`config.mk`:
```
export PLATFORM = sky130hd
export DESIGN_NAME = divu_hilo
export DESIGN_NICKNAME = d
export VERILOG_FILES = /design/src/rtl/divu_hilo_pkg.sv /design/src/rtl/divu_hilo_div_step.sv /design/src/rtl/divu_hilo.sv
export SDC_FILE = /design/constraint.sdc
export NUM_CORES = 1
export LEC_CHECK = 0
export ABC_AREA = 1
export CORE_ASPECT_RATIO = 1.75
export CORE_MARGIN = 5
export CORE_UTILIZATION = 53
export DETAILED_ROUTE_END_ITERATION = 10
export GPL_TIMING_DRIVEN = 0
export MAX_ROUTING_LAYER = met4
export PLACE_DENSITY = 0.77
export SYNTH_ARGS = -nofsm -noshare
export SYNTH_HDL_FRONTEND = slang
export SYNTH_HIERARCHICAL = 1
export SYNTH_SLANG_ARGS = --single-unit
```
`constraint.sdc`:
```
create_clock -name clk -period 2 [get_ports clk]
set_input_delay 0.6 -clock clk [delete_from_list [all_inputs] [get_ports clk]]
set_output_delay 0.6 -clock clk [all_outputs]
set_load 0.05 [all_outputs]
```
`src/rtl/divu_hilo_pkg.sv`:
```
// Shared funct-code constants and FSM state encoding for the ALU control
// path and the HI/LO unsigned-divide datapath.
package divu_hilo_pkg;

   localparam logic [5:0] FN_MFHI = 6'b010000;
   localparam logic [5:0] FN_MTHI = 6'b010001;
   localparam logic [5:0] FN_MFLO = 6'b010010;
   localparam logic [5:0] FN_MTLO = 6'b010011;
   localparam logic [5:0] FN_DIVU = 6'b011011;

   localparam int unsigned DIV_STEPS = 32;

   typedef enum logic [1:0] {
      ST_IDLE = 2'd0,
      ST_RUN  = 2'd1,
      ST_DONE = 2'd2
   } state_t;

endpackage

```
`src/rtl/divu_hilo_div_step.sv`:
```
// One restoring-division step: shift the next dividend bit into the partial
// remainder and subtract the divisor when the result stays non-negative.
module div_step (
   input  logic [32:0] i_rem,
   input  logic        i_bit,
   input  logic [31:0] i_divisor,
   output logic [32:0] o_rem,
   output logic        o_qbit
);

   logic [32:0] w_shift;
   logic [32:0] w_div_ext;
   logic        w_ge;

   assign w_shift   = {i_rem[31:0], i_bit};
   assign w_div_ext = {1'b0, i_divisor};

   // A set bit 32 on the incoming remainder means the shifted value already
   // exceeds any divisor; the 33-bit modular subtraction still yields the
   // correct (sub-divisor) remainder.
   assign w_ge   = i_rem[32] | (w_shift >= w_div_ext);
   assign o_qbit = w_ge;
   assign o_rem  = w_ge ? (w_shift - w_div_ext) : w_shift;

endmodule

```
`src/rtl/divu_hilo.sv`:
```
// HI/LO register file with a 32-step iterative unsigned divider (DIVU) and
// MFHI/MTHI/MFLO/MTLO access.
module divu_hilo
   import divu_hilo_pkg::*;
#(
   parameter logic [5:0] DIVU = FN_DIVU,
   parameter logic [5:0] MFHI = FN_MFHI,
   parameter logic [5:0] MTHI = FN_MTHI,
   parameter logic [5:0] MFLO = FN_MFLO,
   parameter logic [5:0] MTLO = FN_MTLO
) (
   input  logic        clk,
   input  logic        reset,
   input  logic [31:0] dataA,
   input  logic [31:0] dataB,
   input  logic [5:0]  Signal,
   input  logic        valid,
   output logic [31:0] dataOut,
   output logic        busy,
   output logic        done,
   output logic        div_zero
);

   state_t      r_state;
   state_t      w_next;
   logic [5:0]  r_cnt;
   logic [32:0] r_rem;
   logic [31:0] r_quo;
   logic [31:0] r_divisor;
   logic [31:0] r_hi;
   logic [31:0] r_lo;
   logic [31:0] r_dout;

   logic        w_cmd_divu;
   logic        w_cmd_mfhi;
   logic        w_cmd_mthi;
   logic        w_cmd_mflo;
   logic        w_cmd_mtlo;
   logic        w_last;
   logic [32:0] w_rem_nxt;
   logic        w_qbit;
   logic [31:0] w_quo_nxt;

   assign w_cmd_divu = valid && (Signal == DIVU);
   assign w_cmd_mfhi = valid && (Signal == MFHI);
   assign w_cmd_mthi = valid && (Signal == MTHI);
   assign w_cmd_mflo = valid && (Signal == MFLO);
   assign w_cmd_mtlo = valid && (Signal == MTLO);

   assign w_last = (r_cnt == 6'(DIV_STEPS - 1));

   div_step u_step (
      .i_rem     (r_rem),
      .i_bit     (r_quo[31]),
      .i_divisor (r_divisor),
      .o_rem     (w_rem_nxt),
      .o_qbit    (w_qbit)
   );

   // r_quo starts as the dividend; quotient bits shift in from the right
   // as dividend bits leave from the left.
   assign w_quo_nxt = {r_quo[30:0], w_qbit};

   always_ff @(posedge clk) begin
      if (reset) r_state <= ST_IDLE;
      else       r_state <= w_next;
   end

   always_comb begin
      w_next = r_state;
      case (r_state)
         ST_IDLE: if (w_cmd_divu) w_next = ST_RUN;
         ST_RUN:  if (w_last)     w_next = ST_DONE;
         ST_DONE: w_next = ST_IDLE;
         default: w_next = ST_IDLE;
      endcase
   end

   always_ff @(posedge clk) begin
      if (reset) begin
         r_cnt     <= '0;
         r_rem     <= '0;
         r_quo     <= '0;
         r_divisor <= '0;
         r_hi      <= '0;
         r_lo      <= '0;
         r_dout    <= '0;
      end else begin
         case (r_state)
            ST_IDLE: begin
               if (w_cmd_divu) begin
                  r_quo     <= dataA;
                  r_divisor <= dataB;
                  r_rem     <= '0;
                  r_cnt     <= '0;
               end
               if (w_cmd_mthi) r_hi <= dataA;
               if (w_cmd_mtlo) r_lo <= dataA;
            end
            ST_RUN: begin
               r_rem <= w_rem_nxt;
               r_quo <= w_quo_nxt;
               r_cnt <= r_cnt + 6'd1;
               if (w_last) begin
                  r_lo <= w_quo_nxt;
                  r_hi <= w_rem_nxt[31:0];
               end
            end
            default: ;
         endcase
         if (w_cmd_mfhi)      r_dout <= r_hi;
         else if (w_cmd_mflo) r_dout <= r_lo;
      end
   end

   assign dataOut  = r_dout;
   assign busy     = (r_state == ST_RUN);
   assign done     = (r_state == ST_DONE);
   assign div_zero = (r_state == ST_DONE) && (r_divisor == '0);

endmodule
```
==> run metrics <==
Pwr per Cell Area=approximately 590 mW/mm^2; Net Sw Power=2.77 mW; Tot Pwr=10.1 mW; Buf/Inv on CP=3; dpl hpwl=about 34000 um; placed inst area=~0.014 mm^2; register area share after synthesis=0.325; area occupied by multi-input gates=around 0.0080 mm^2; residual DRC count=0; reg2reg start=r_quo[31]; crit-path max cell delay=0.39 ns; Synth Warn #=6; Synth Flop Type=dfxtp_1; fill count=a little over 2000; WP data required=2.44 ns; Avg Inst Size Synth=6.11 um^2; initial antenna violation count=0; slowest stage cell, crit path=fa_2; Row Count=74; clk buf depth=3; crit-path cells=inv_2 > ha_4 > fa_2 > inv_2 > nand2_1 > nand3b_1 > nand2_1 > nand2_2 > xor2_1 > nand2_1 > nand2_1 > nand2_2 > nand2_1 > inv_1 > nand3_1 > nand2_1 > nor2_1; Mapped Cells=a little over 2000; Placeable Area=roughly 0.023 mm^2; FF/Latch Area=~0.0041 mm^2; Max Clk Rate=around 410 MHz; Tot GR Track Use=0.316; clock-pin slew on the worst setup and hold paths=about 0.070 ns; drt total wl=between 40000 and 50000 um; Routed Antenna Nets=0; Max FO, Critical Path=4; crit share post-route=1.22; R2R depth=17; root buffer cell=clkbuf_16; post-synth cell types=40; Fin Setup TNS=-21.12 ns; fin util=0.732; GPL Wtd Cong=approximately 0.99; Pins Over Slew Limit=0; EDFF count, synth=0; clk_skew=between 0.015 and 0.02 ns; endpoint type of the worst setup path=flop; Via density=about 5.2; min cycle time layout=approximately 2.4 ns; Min-Delay Path Class=flop to flop; vias in the first global route=around 13000; top-count cell post-synth=nand2_1; first-pass GRT wire length=between 60000 and 70000 um; # port buffers=105; DIE AREA=0.0266 mm^2; I/O pin count=approximately 110; Yosys top cell by area=dfxtp_1; worst reg-to-reg setup slack=-0.45 ns; Critical Path Source Type=flop; Finish-stage setup viols=just under 70; Clk Latency, worst-skew pair=slightly above 0.5 ns; Worst-Margin Slew=about 0.73 ns; cts bufs inserted=21; Final nets=between 2000 and 2500; Gate power share=0.175; final worst setup slack=-0.447 ns; Area contributors post-synth=dfxtp_1 33%, nand2_1 19%, inv_1 9.8%; largest net degree at the start of global routing=15; Synth top area share=0.325; ys async rst share=0; GRT overflow=0; Hold-fix buffers, CTS=0; CTS tree=yes; crit path DAT=a little under 3 ns; Post-synth top cells=626 x nand2_1, 324 x inv_1, 219 x a21oi_1; RSZ-0062 raised after global routing=true; Hold Path End=dataOut[23]; Design Area, Final=0.0169 mm^2; H-tree Lvls=1; final hold slack=~0.44 ns; Leakage=7.76 nW; Die Width=125 um; Final Hold Fails=0; Worst slew margin=0.515; cell repeated most along the worst path=nand2_1; status=finished with violations; CP top delay family=simple AND/OR/NAND/NOR gates; max_cap viols=0; Die Y=roughly 210 um; cell-internal power=around 7.3 mW; post-synth net total=~2100; Yosys reg bits=201; hold_sp=dataOut[23]; Crit Path Category=flop to flop; maximum vdd drop=around 0.00055 V; vias=13400; 1st-iter DRT viols=between 600 and 700; failing checks=setup timing; clock power share=0.421; Starting Density=0.534; Switching Share=0.276; Sink Count=around 200; Synth Cell Area=0.0124 mm^2; Area Growth Syn to Fin=36.9%; share of cells above drive strength 1=0.276; Hold Path Stages=2; register share of total power=0.404; Critical R2R Capture=r_hi[14]; Avg WL per Cell=roughly 17 um; 1st-pass router iterations=7
## through the flow
step                instances  worst slack (ns)
floorplan                2024           -0.0169
global placement         2433            -0.794
detailed placement       2433            -0.834
CTS                      2510            -0.417
global route             2547            -0.562
finish                   2548            -0.447
## per-layer routing
metal,GRT usage,up-vias,routed length (um)
met5,-,-,0
met4,0.265,0,4530
met3,0.0307,204,1800
met2,0.591,426,23000
met1,0.282,5976,14500
li1,-,6745,-
## power by group through the flow
stage               Sequential (mW)  Combinational (mW)  Clock [mW]
floorplan                      4.18               0.844           0
global placement               4.16                1.31           0
detailed placement             4.16                1.33           0
CTS                            4.07                1.55        4.26
global route                   4.06                1.89        4.42
finish                         4.06                1.76        4.24
## flip-flops by register name, indices dropped and copies added, names as in the netlist
| name | count |
|---|---|
| r_hi | 32 |
| r_divisor | 32 |
| r_cnt | 6 |
| r_state | 2 |
| r_quo | 32 |
| r_lo | 32 |
| dataOut | 32 |
| r_rem | 33 |
## kinds of logic after synthesis
group,Yosys count,synth area share
compound gates,327,0.136
buf+inv,440,0.151
xor+xnor,15,0.0106
simple gates,1007,0.342
flops,201,0.325
fa+ha+maj,34,0.0350
## worst reg2reg max path, cell delays in order (launching register included)
cell,delay (ns)
dfxtp_4,0.37
inv_2,0.05
ha_4,0.17
fa_2,0.39
inv_2,0.08
nand2_1,0.05
nand3b_1,0.16
nand2_1,0.10
nand2_2,0.15
xor2_1,0.22
nand2_1,0.08
nand2_1,0.07
nand2_2,0.11
nand2_1,0.11
inv_1,0.04
nand3_1,0.07
nand2_1,0.06
nor2_1,0.08
## how the worst max path moves through the flow
| stage | from | slack (ns) | cells past startpoint | endpoint |
|---|---|---|---|---|
| 4_1_cts | r_divisor[4] | -0.42 | 19 | r_hi[14] |
| 5_1_grt | r_quo[31] | -0.56 | 20 | r_hi[30] |
| 2_1_floorplan | r_divisor[4] | -0.02 | 21 | r_hi[29] |
| 3_3_place_gp | r_divisor[7] | -0.79 | 19 | r_hi[18] |
| 6_report | r_quo[31] | -0.45 | 17 | r_hi[14] |
| 3_5_place_dp | r_divisor[7] | -0.83 | 19 | r_hi[18] |
## layout make-up
| cell class | instances | area share |
|---|---|---|
| diodes | 1 | 0.000148 |
| plain buffers | 105 | 0.0396 |
| clock buffers | 28 | 0.0361 |
| clock inverters | 8 | 0.00739 |
| inverters | 333 | 0.0747 |
| multi-input cells | 1383 | 0.474 |
| flip-flops and latches | 201 | 0.243 |
| well taps | 304 | 0.0225 |
| repair buffers | 185 | 0.102 |
## cells in the final DEF, fill, tap and decap left out, types with 10 or more instances in the layout
cell	instances
buf_6	31
inv_2	44
xor2_1	12
nand2_1	463
dfxtp_2	57
nand4_1	14
buf_4	80
ha_4	32
nand3_2	25
nor2_4	16
nand2_2	120
nand2_4	51
a21oi_2	26
o21ai_0	74
buf_2	30
nor2_1	101
inv_1	283
clkdlybuf4s50_1	70
nor2_2	10
dfxtp_1	138
nand3_1	173
clkbuf_16	22
o21ai_1	20
a21oi_1	193
clkbuf_1	31
o21ai_2	10
dlygate4sd2_1	23
## repair_timing
item                                    4_1_cts  5_1_grt
cloned                                        2        2
gates resized for setup                     262      228
buffers inserted                             41       36
pin swaps                                    69       86
endpoints found under the setup margin      129      170
Power figures use the tool's default switching activity.
